File: src/rtl/vga_scan_driver_pkg.sv
// rtl/vga_scan_driver_pkg.sv - VGA 640x480@60 timing and RR_GG_BB colour constants
package vga_scan_driver_pkg;

   localparam int VGA_H_ACTIVE = 640;
   localparam int VGA_H_FP     = 16;
   localparam int VGA_H_SYNC   = 96;
   localparam int VGA_H_BP     = 48;
   localparam int VGA_V_ACTIVE = 480;
   localparam int VGA_V_FP     = 10;
   localparam int VGA_V_SYNC   = 2;
   localparam int VGA_V_BP     = 33;

   localparam int COLOUR_W = 6;
   localparam int R_HI = 5, R_LO = 4;
   localparam int G_HI = 3, G_LO = 2;
   localparam int B_HI = 1, B_LO = 0;

   typedef logic [COLOUR_W-1:0] colour_t;

   localparam colour_t BLACK = 6'b00_00_00;

   function automatic colour_t make_colour(input logic [1:0] r, input logic [1:0] g,
                                           input logic [1:0] b);
      return {r, g, b};
   endfunction

endpackage

File: src/rtl/vga_axis_counter.sv
// rtl/vga_axis_counter.sv - one raster axis: position counter with active and sync decode
module vga_axis_counter #(
   parameter int ACTIVE = 640,
   parameter int FP     = 16,
   parameter int SYNC   = 96,
   parameter int BP     = 48,
   localparam int TOTAL = ACTIVE + FP + SYNC + BP,
   localparam int W     = $clog2(TOTAL)
) (
   input  logic         clk,
   input  logic         rst,
   input  logic         en,
   output logic [W-1:0] pos,
   output logic         wrap,
   output logic         active,
   output logic         sync_n
);

   localparam logic [W-1:0] LAST     = W'(TOTAL - 1);
   localparam logic [W-1:0] ACT_END  = W'(ACTIVE);
   localparam logic [W-1:0] SYNC_BEG = W'(ACTIVE + FP);
   localparam logic [W-1:0] SYNC_END = W'(ACTIVE + FP + SYNC);

   logic [W-1:0] pos_q, pos_d;

   always_comb begin
      wrap  = en && (pos_q == LAST);
      pos_d = pos_q;
      if (wrap) begin
         pos_d = '0;
      end else if (en) begin
         pos_d = pos_q + 1'b1;
      end
   end

   always_ff @(posedge clk) begin
      if (rst) begin
         pos_q <= '0;
      end else begin
         pos_q <= pos_d;
      end
   end

   assign pos    = pos_q;
   assign active = pos_q < ACT_END;
   assign sync_n = !((pos_q >= SYNC_BEG) && (pos_q < SYNC_END));

endmodule

File: src/rtl/vga_scan_driver.sv
// rtl/vga_scan_driver.sv - VGA raster source: window-to-tile mapping and aligned output stage
module vga_scan_driver
   import vga_scan_driver_pkg::*;
#(
   parameter int      H_ACTIVE    = VGA_H_ACTIVE,
   parameter int      H_FP        = VGA_H_FP,
   parameter int      H_SYNC      = VGA_H_SYNC,
   parameter int      H_BP        = VGA_H_BP,
   parameter int      V_ACTIVE    = VGA_V_ACTIVE,
   parameter int      V_FP        = VGA_V_FP,
   parameter int      V_SYNC      = VGA_V_SYNC,
   parameter int      V_BP        = VGA_V_BP,
   parameter int      WIN_X0      = 64,
   parameter int      WIN_Y0      = 152,
   parameter int      SCALE_SHIFT = 3,
   parameter int      WIN_COLS    = 64,
   parameter int      WIN_ROWS    = 22,
   parameter colour_t BG_COLOUR   = BLACK
) (
   input  logic       clk,
   input  logic       rst,
   output logic [5:0] layer_x,
   output logic [4:0] layer_y,
   output logic       layer_valid,
   input  logic [5:0] layer_rgb,
   output logic       hsync,
   output logic       vsync,
   output logic       de,
   output logic [5:0] rgb,
   output logic       frame_tick,
   output logic [7:0] frame_count
);

   localparam int H_W = $clog2(H_ACTIVE + H_FP + H_SYNC + H_BP);
   localparam int V_W = $clog2(V_ACTIVE + V_FP + V_SYNC + V_BP);

   localparam logic [H_W-1:0] X0     = H_W'(WIN_X0);
   localparam logic [H_W-1:0] X_SPAN = H_W'(WIN_COLS << SCALE_SHIFT);
   localparam logic [V_W-1:0] Y0     = V_W'(WIN_Y0);
   localparam logic [V_W-1:0] Y_SPAN = V_W'(WIN_ROWS << SCALE_SHIFT);

   logic [H_W-1:0] hpos;
   logic [V_W-1:0] vpos;
   logic           h_wrap, v_wrap, h_active, v_active, h_sync_n, v_sync_n;

   vga_axis_counter #(.ACTIVE(H_ACTIVE), .FP(H_FP), .SYNC(H_SYNC), .BP(H_BP)) u_h_axis (
      .clk    (clk),
      .rst    (rst),
      .en     (1'b1),
      .pos    (hpos),
      .wrap   (h_wrap),
      .active (h_active),
      .sync_n (h_sync_n)
   );

   vga_axis_counter #(.ACTIVE(V_ACTIVE), .FP(V_FP), .SYNC(V_SYNC), .BP(V_BP)) u_v_axis (
      .clk    (clk),
      .rst    (rst),
      .en     (h_wrap),
      .pos    (vpos),
      .wrap   (v_wrap),
      .active (v_active),
      .sync_n (v_sync_n)
   );

   logic [H_W-1:0] wx;
   logic [V_W-1:0] wy;

   // The >= origin guard keeps positions left of/above the window from wrapping into it.
   always_comb begin
      wx          = hpos - X0;
      wy          = vpos - Y0;
      layer_valid = (hpos >= X0) && (wx < X_SPAN) && (vpos >= Y0) && (wy < Y_SPAN);
      layer_x     = 6'd0;
      layer_y     = 5'd0;
      if (layer_valid) begin
         layer_x = 6'(wx >> SCALE_SHIFT);
         layer_y = 5'(wy >> SCALE_SHIFT);
      end
   end

   logic    hsync_q, hsync_d, vsync_q, vsync_d, de_q, de_d;
   logic    frame_tick_q, frame_tick_d;
   colour_t rgb_q, rgb_d;
   logic [7:0] frame_count_q, frame_count_d;

   // layer_rgb is only selected inside the window so undefined colour elsewhere stays out.
   always_comb begin
      hsync_d       = h_sync_n;
      vsync_d       = v_sync_n;
      de_d          = h_active && v_active;
      rgb_d         = BLACK;
      if (de_d) begin
         rgb_d = layer_valid ? layer_rgb : BG_COLOUR;
      end
      frame_tick_d  = v_wrap;
      frame_count_d = frame_count_q + {7'd0, v_wrap};
   end

   always_ff @(posedge clk) begin
      if (rst) begin
         hsync_q       <= 1'b1;
         vsync_q       <= 1'b1;
         de_q          <= 1'b0;
         rgb_q         <= BLACK;
         frame_tick_q  <= 1'b0;
         frame_count_q <= 8'd0;
      end else begin
         hsync_q       <= hsync_d;
         vsync_q       <= vsync_d;
         de_q          <= de_d;
         rgb_q         <= rgb_d;
         frame_tick_q  <= frame_tick_d;
         frame_count_q <= frame_count_d;
      end
   end

   assign hsync       = hsync_q;
   assign vsync       = vsync_q;
   assign de          = de_q;
   assign rgb         = rgb_q;
   assign frame_tick  = frame_tick_q;
   assign frame_count = frame_count_q;

endmodule

File: config.mk
export PLATFORM = sky130hd
export DESIGN_NAME = vga_scan_driver
export DESIGN_NICKNAME = d
export VERILOG_FILES = /design/src/rtl/vga_scan_driver_pkg.sv /design/src/rtl/vga_axis_counter.sv /design/src/rtl/vga_scan_driver.sv
export SDC_FILE = /design/constraint.sdc
export NUM_CORES = 1
export LEC_CHECK = 0
export BUFFER_PORTS_ARGS = -buffer_cell sky130_fd_sc_hd__buf_2
export CAP_MARGIN = 20
export CORE_MARGIN = 5
export CORE_UTILIZATION = 55
export DETAILED_ROUTE_END_ITERATION = 8
export PLACE_DENSITY_LB_ADDON = 0.08
export SYNTH_ARGS = -nofsm -noshare
export SYNTH_HDL_FRONTEND = slang
export SYNTH_SLANG_ARGS = --single-unit
File: constraint.sdc
create_clock -name clk -period 2.9 [get_ports clk]
set_clock_uncertainty 0.15 [all_clocks]
set_input_delay 0.435 -clock clk [delete_from_list [all_inputs] [get_ports clk]]
set_output_delay 0.435 -clock clk [all_outputs]
set_load 0.005 [all_outputs]
==> summary.md, run 1 <==
| Metric | Value |
|---|---|
| Status | complete, no violations |
| WS Path Type | reg2out |
| Worst path bufs/invs | 2 |
| CTS tree | yes |
| Hold Path Class | in2reg |
| Port bufs | 37 |
| GR Overflow Total | 0 |
| Post-DP HPWL | 3.22 mm |
| Synthesized cell area | 2140 um2 |
| Initial DRC count | 90 |
| Fmax | 360 MHz |
| Mapped Nets | 252 |
| DR pass1 iterations | 5 |
| Layout cell share with drive strength beyond 1 | 29.0% |
| Final Critical Period | 2.78 ns |
| Worst Setup Slack, final | 0.121 ns |
| Critical path's slowest cell | dfxtp_2 |
| Peak VDD IR | 0.000375 V |
| Initial antenna violation count | 0 |
| I/O pins | 38 |
| CTS H-tree lvls | 2 |
| Worst Path Arrival | 2.19 ns |
| Insertion delay to the later sink of the worst-skew pair | 0.29 ns |
| Critical path peak fanout | 13 |
| Worst r2r src | u_h_axis.pos[0] |
| ANT cells | 0 |
| Place WS | 0.253 ns |
| Register area share after synthesis | 35.5% |
| Power Dens Cells | 373 nW/um2 |
| Max_slew headroom | 58.8% |
| Die W | 72.4 um |
| Worst path max stage delay | 0.38 ns |
| Post-route ant nets | 0 |
| Share of flip-flops with an asynchronous set or reset | 0% |
| Detail-routed via count per cell | 5.44 |
| Clk pin slew, worst setup/hold paths | 0.07 ns |
| Final Wtd Congestion | 0.835 |
| Die ar. | 5240 um2 |
| WL/cell | 14.2 um |
| Tot Pwr | 928 uW |
| Crit path capture type | output pin |
| Hold path startpoint | layer_rgb[0] |
| Yosys top cell area share | 35.5% |
| Worst slew pin tran | 0.617 ns |
| Setup crit start | u_v_axis.pos[3] |
| Routed wire length | 4.51 mm |
| Endpoints failing setup | 0 |
| Vias in the first global route | 1,503 |
| Residual DRC | 0 |
| Avg Inst Size Synth | 9.31 um2 |
| #FFs+latches synth | 38 |
| Cell accounting for the most synthesized area | dfxtp_1 |
| Post-Synthesis Cells | 230 |
| Synth cell types | 47 |
| Die Y | 72.4 um |
| Required time of the critical path | 2.32 ns |
| Period utilization | 95.8% |
| Static leakage | 1.01 nW |
| Clk root buf | clkbuf_8 |
| Yosys warns | 0 |
| Total of max-cap violations | 0 |
| Syn-to-layout area delta | 16.1% |
| Final Hold Viols | 0 |
| Unrepaired setup endpoints after global routing | yes |
| Pin count of the biggest net entering global routing | 17 |
| Crit path cell chain | ha_1 > or3_1 > a21oi_4 > xnor2_4 > buf_4 > nor4_4 > buf_2 |
| Vias | 1,726 |
| Site Rows | 22 |
| Core area | 3720 um2 |
| Delay-heaviest family, CP | buffers and inverters |
| Clk buf depth | 2 |
| Global-route wire length before repair | 7.59 mm |
| Final net count | 290 |
| CTS Sinks | 38 |
| Gr usage total | 18.6% |
| Cts bufs inserted | 5 |
| Crit start category | register |
| Starting Density | 57.6% |
| Largest cells by area after synthesis | dfxtp_1 (36%), ha_1 (8.2%), xnor2_1 (7.8%) |
| EDFF count, synth | 0 |
| Primary FF master, synth | dfxtp_1 |
| Slew Viols, Final | 0 |
==> kinds of logic after synthesis <==
| group | after synthesis | synth area share (%) |
|---|---|---|
| and+or+nand+nor | 106 | 32.1 |
| DFF | 38 | 35.5 |
| buffers and inverters | 27 | 6.66 |
| xor gates and xnor gates | 24 | 9.82 |
| AOI/OAI and AO/OA | 20 | 7.25 |
| adders and majority gates | 14 | 8.18 |
| muxes | 1 | 0.468 |
==> layer usage <==
layer  track usage, %  wire, um  vias to the layer above
li1                 -         -                      879
met1             25.4      2130                      777
met2             25.9      1890                       57
met3             6.09       376                       13
met4             9.43       116                        0
met5                0         0                        -
==> synth_stat cells, types with 2 or more instances <==
cell type and count:
o21ai_0 4, xor2_1 5, nand2_1 10, and4_1 2, buf_2 5, nor2b_1 3
nand3_1 13, buf_6 4, nor4_4 2, ha_1 14, nand4b_1 2, nand4_1 5
a21oi_1 7, a21o_1 2, nor4_2 8, clkbuf_1 2, or2_2 2, nor4_1 11
xnor2_1 19, nor2_1 26, nor3_2 2, and3_1 4, nand3b_1 2, nor3_1 4
dfxtp_1 38, inv_1 13
==> where the power goes <==
part / switching [mW] / internal (mW) / leakage (nW) / total, mW
combinational: 0.0163 / 0.0109 / 0.655 / 0.0273
sequential: 0.00515 / 0.526 / 0.309 / 0.531
clock: 0.178 / 0.192 / 0.0482 / 0.370
==> tightest hold or removal path, stage by stage <==
cell and delay (ns):
buf_2 0.10, nand2_1 0.05, nor4_1 0.03
==> worst paths after layout <==
check        slack, ns  cells after the start              end
max               0.12                      7       layer_y[2]
max reg2reg       0.49                      9   frame_count[7]
min reg2reg       0.34                      1  u_h_axis.pos[0]
min               0.21                      3           rgb[0]
==> timing repair <==
item / CTS / global route
setup endpoints to repair: 4 / 12
hold buffers: 0 / 0
setup buffers: 3 / 0
pin swaps: 1 / 0
gates resized for setup: 1 / 4
==> layout make-up <==
class	count	area, um2
clock inverters	1	5.00
flip-flops and latches	38	764
multi-input cells	165	1260
fillers	315	1230
well taps	48	60.1
clock buffers	7	86.3
repair buffers	45	258
inverters	13	48.8
==> flip-flops by register name, indices dropped and copies added (netlist names) <==
signal        flops
u_h_axis.pos     10
rgb               6
de                1
hsync             1
frame_tick        1
frame_count       8
u_v_axis.pos     10
vsync             1
==> placed cells by master, fill, tap and decap left out, types with 2 or more instances in the layout <==
master	n
nor4_1	11
nand3_1	13
a21o_1	2
clkbuf_8	6
buf_4	7
xor2_1	5
dfxtp_1	35
nor2b_1	3
inv_1	13
xnor2_1	18
ha_1	14
nand4b_1	2
o21ai_0	4
nor3_2	2
nor4_4	2
nor4_2	8
or2_2	2
a21oi_1	7
and3_1	4
dfxtp_2	3
and4_1	2
nand2_1	10
nor3_1	4
nor2_1	26
buf_2	37
nand3b_1	2
nand4_1	5
==> stage by stage <==
stage | instances | setup TNS, ns | util, % | cell area, um2 | hold slack (ns)
floorplan | 230 | 0 | - | 2140 | 0.291
global route | 317 | -0.0174 | 66.9 | 2490 | 0.213
CTS | 317 | 0 | 66.6 | 2470 | 0.205
finish | 317 | 0 | 66.9 | 2490 | 0.213
detailed placement | 306 | 0 | 62.9 | 2340 | 0.321
global placement | 306 | 0 | 62.9 | 2340 | 0.311
Note: power is estimated with default switching activity, not from simulation.
==> inputs of run 2 (changes only) <==
--- a/config.mk
+++ b/config.mk
@@ -8,9 +8,9 @@
 export BUFFER_PORTS_ARGS = -buffer_cell sky130_fd_sc_hd__buf_2
 export CAP_MARGIN = 20
 export CORE_MARGIN = 5
-export CORE_UTILIZATION = 55
+export CORE_UTILIZATION = 60
 export DETAILED_ROUTE_END_ITERATION = 8
-export PLACE_DENSITY_LB_ADDON = 0.08
+export PLACE_DENSITY_LB_ADDON = 0.15
 export SYNTH_ARGS = -nofsm -noshare
 export SYNTH_HDL_FRONTEND = slang
 export SYNTH_SLANG_ARGS = --single-unit
==> constraint.sdc (replaced) <==
create_clock -name clk -period 3.51 [get_ports clk]
set_clock_uncertainty 0.15 [all_clocks]
set_input_delay 0.5265 -clock clk [delete_from_list [all_inputs] [get_ports clk]]
set_output_delay 0.5265 -clock clk [all_outputs]
set_load 0.005 [all_outputs]
==> run 2 against run 1 <==
Worst setup slack better by 0.34 ns. Final area is 4.6% lower. Worst hold slack better by 0.031 ns. Sequential power down 17%. First-iteration DRC count rose by 29%. Sequential cell count unchanged. Critical endpoint is now layer_x[5]. Largest cell class unchanged. Largest power group unchanged.
==> summary.md, run 2 (synthesized netlist as in run 1, its figures left out) <==
| Metric | Value |
|---|---|
| GR Overflow Total | 0 (unchanged) |
| WL/cell | 13.4 um (-6.0%) |
| Postcts setup bufs | 0 (-3) |
| DR pass1 iterations | 4 (-1) |
| Period utilization | 86.9% |
| CTS H-tree lvls | 2 (unchanged) |
| Port bufs | 37 (unchanged) |
| Post-CTS Resized | 0 (-1) |
| Hold depth | 3 (unchanged) |
| Site Rows | 21 (-4.5%) |
| Global-route wire length before repair | 6.99 mm (-7.9%) |
| Reg2reg setup slack | 1.10 ns (+0.61 ns) |
| Sequential power share | 62.9% (+5.7 points) |
| Pin count of the biggest net entering global routing | 19 (+2) |
| Crit path cell chain | or2_4 > o41ai_4 > nand4_4 > nor4_1 > buf_2 |
| Initial antenna violation count | 0 (unchanged) |
| Endpoints failing setup | 0 (unchanged) |
| Final Wtd Congestion | 0.880 (+5.4%) |
| Die Y | 69.7 um (-3.7%) |
| Required time of the critical path | 2.83 ns (+0.51 ns) |
| Static leakage | 0.959 nW (-5.3%) |
| Register Area | 761 um2 (-0.49%) |
| Status | complete, no violations |
| Worst Reg-to-Reg Cells | 9 (unchanged) |
| Starting Density | 63.2% (+5.6 points) |
| Clk root buf | clkbuf_4 |
| CTS Sinks | 38 (unchanged) |
| Crit start category | register |
| Cts bufs inserted | 5 (unchanged) |
| Worst r2r src | u_h_axis.pos[0] |
| Worst Path Arrival | 2.37 ns (+0.18 ns) |
| Hold Path Class | in2reg |
| Residual DRC | 0 (unchanged) |
| Power share of the combinational group | 3.2% (+0.3 points) |
| Peak VDD IR | 0.000163 V (-56%) |
| Routed wire length | 4.13 mm (-8.4%) |
| Core area | 3390 um2 (-8.8%) |
| Worst path bufs/invs | 1 (-1) |
| Hold path startpoint | layer_rgb[3] |
| Worst path max stage delay | 0.46 ns (+0.08 ns) |
| Commonest non-fill, non-tap cell in the layout | dfxtp_1 |
| CTS Hold Buffers Added | 0 (unchanged) |
| Finished Layout Cells | 309 (-2.5%) |
| Insertion delay to the later sink of the worst-skew pair | 0.35 ns (+0.06 ns) |
| Gr usage total | 17.5% (-1.0 points) |
| Critical path's slowest cell | dfxtp_1 |
| Layout cell share with drive strength beyond 1 | 26.2% (-2.8 points) |
| Vias | 1,706 (-1.2%) |
| I/O pins | 38 (unchanged) |
| Final Hold Viols | 0 (unchanged) |
| CTS tree | yes |
| Fmax | 328 MHz |
| Placed insts | 301 (-1.6%) |
| Critical path peak fanout | 18 (+5) |
| Vias in the first global route | 1,509 (+0.40%) |
| Max_slew headroom | 57.5% (-1.2 points) |
| Slew Viols, Final | 0 (unchanged) |
| Internal | 541 uW (-26%) |
| Worst slew pin tran | 0.635 ns (+0.0184 ns) |
| Clk pin slew, worst setup/hold paths | 0.11 ns (+0.04 ns) |
| Switch share | 22.5% (+0.95 points) |
| Die ar. | 4860 um2 (-7.2%) |
| Area of the multi-input gates | 1240 um2 (-1.5%) |
| Syn-to-layout area delta | 10.8% |
| Post-DP HPWL | 3.08 mm (-4.2%) |
| Hold Path Sink | rgb[3] |
| Die W | 69.7 um (-3.7%) |
| Crit path capture type | output pin |
| Filler cells | 274 (-13%) |
| Clk buf depth | 2 (unchanged) |
| Final net count | 284 (-2.1%) |
| Final Critical Period | 3.05 ns |
| Detail-routed via count per cell | 5.52 (+1.4%) |
| Setup TNS | 0 ns (unchanged) |
| Most frequent cells in the layout | dfxtp_1 (38), buf_2 (37), nor2_1 (26) |
| Total of max-cap violations | 0 (unchanged) |
| ANT cells | 0 (unchanged) |
| Post-route ant nets | 0 (unchanged) |
| Delay-heaviest family, CP | simple AND/OR/NAND/NOR gates |
| R2R Path End | frame_count[7] |
| WS Path Type | reg2out |
| Unrepaired setup endpoints after global routing | no |
| Initial DRC count | 116 (+29%) |
| Clock power frac | 33.9% (-5.9 points) |
| Power Dens Cells | 294 nW/um2 (-21%) |
| Sw power | 157 uW (-22%) |
==> run 2: area by class of cell <==
type	count	area share [%]
clock buffer	7	2.32
clock inverter	1	0.211
inverter	13	2.06
multi-input combinational	165	52.5
sequential	38	32.1
tap	46	2.43
timing repair buffer	39	8.44
==> run 2: layer usage <==
metal	wire length, um	share of wire [%]	track usage [%]
met4	57	1.4	6.38
met5	0	0	0
met1	1940	47	22.6
met2	1730	42	26.8
met3	404	9.8	6.38
==> run 2: power by group through the flow <==
stage	Sequential, mW	Clock, mW	Combinational [mW]
finish	0.439	0.236	0.0222
global route	0.439	0.260	0.0255
CTS	0.439	0.244	0.0224
detailed placement	0.449	0	0.0223
global placement	0.449	0	0.0223
floorplan	0.448	0	0.0141
==> run 2: stage by stage <==
stage,total power [mW],instance area [um2],setup WS (ns),hold WS [ns],utilization (%)
after floorplan,0.462,2140,1.15,0.291,-
after global placement,0.471,2310,0.828,0.307,68.2
after detailed placement,0.471,2310,0.841,0.320,68.2
after CTS,0.705,2370,0.446,0.226,70.0
after global routing,0.725,2370,0.284,0.234,70.0
final,0.697,2370,0.460,0.243,70.0
==> run 2: worst register-to-register path, cell delays in order (launching register included) <==
cell and delay (ns):
dfxtp_1 0.41, ha_1 0.22, nand3_1 0.24, nor3_1 0.30
and4_1 0.26, ha_1 0.18, and3_1 0.23, nand3_1 0.11
xor2_1 0.14, nor2_1 0.06
==> run 2: how the worst max path moves through the flow <==
| stage | from | endpoint | cells after the start |
|---|---|---|---|
| finish | u_h_axis.pos[5] | layer_x[5] | 5 |
| global route | u_h_axis.pos[6] | layer_x[2] | 7 |
| CTS | u_h_axis.pos[5] | layer_y[4] | 5 |
| detailed placement | u_v_axis.pos[3] | layer_x[5] | 7 |
| global placement | u_v_axis.pos[3] | layer_x[5] | 7 |
| floorplan | u_v_axis.pos[4] | layer_x[5] | 7 |
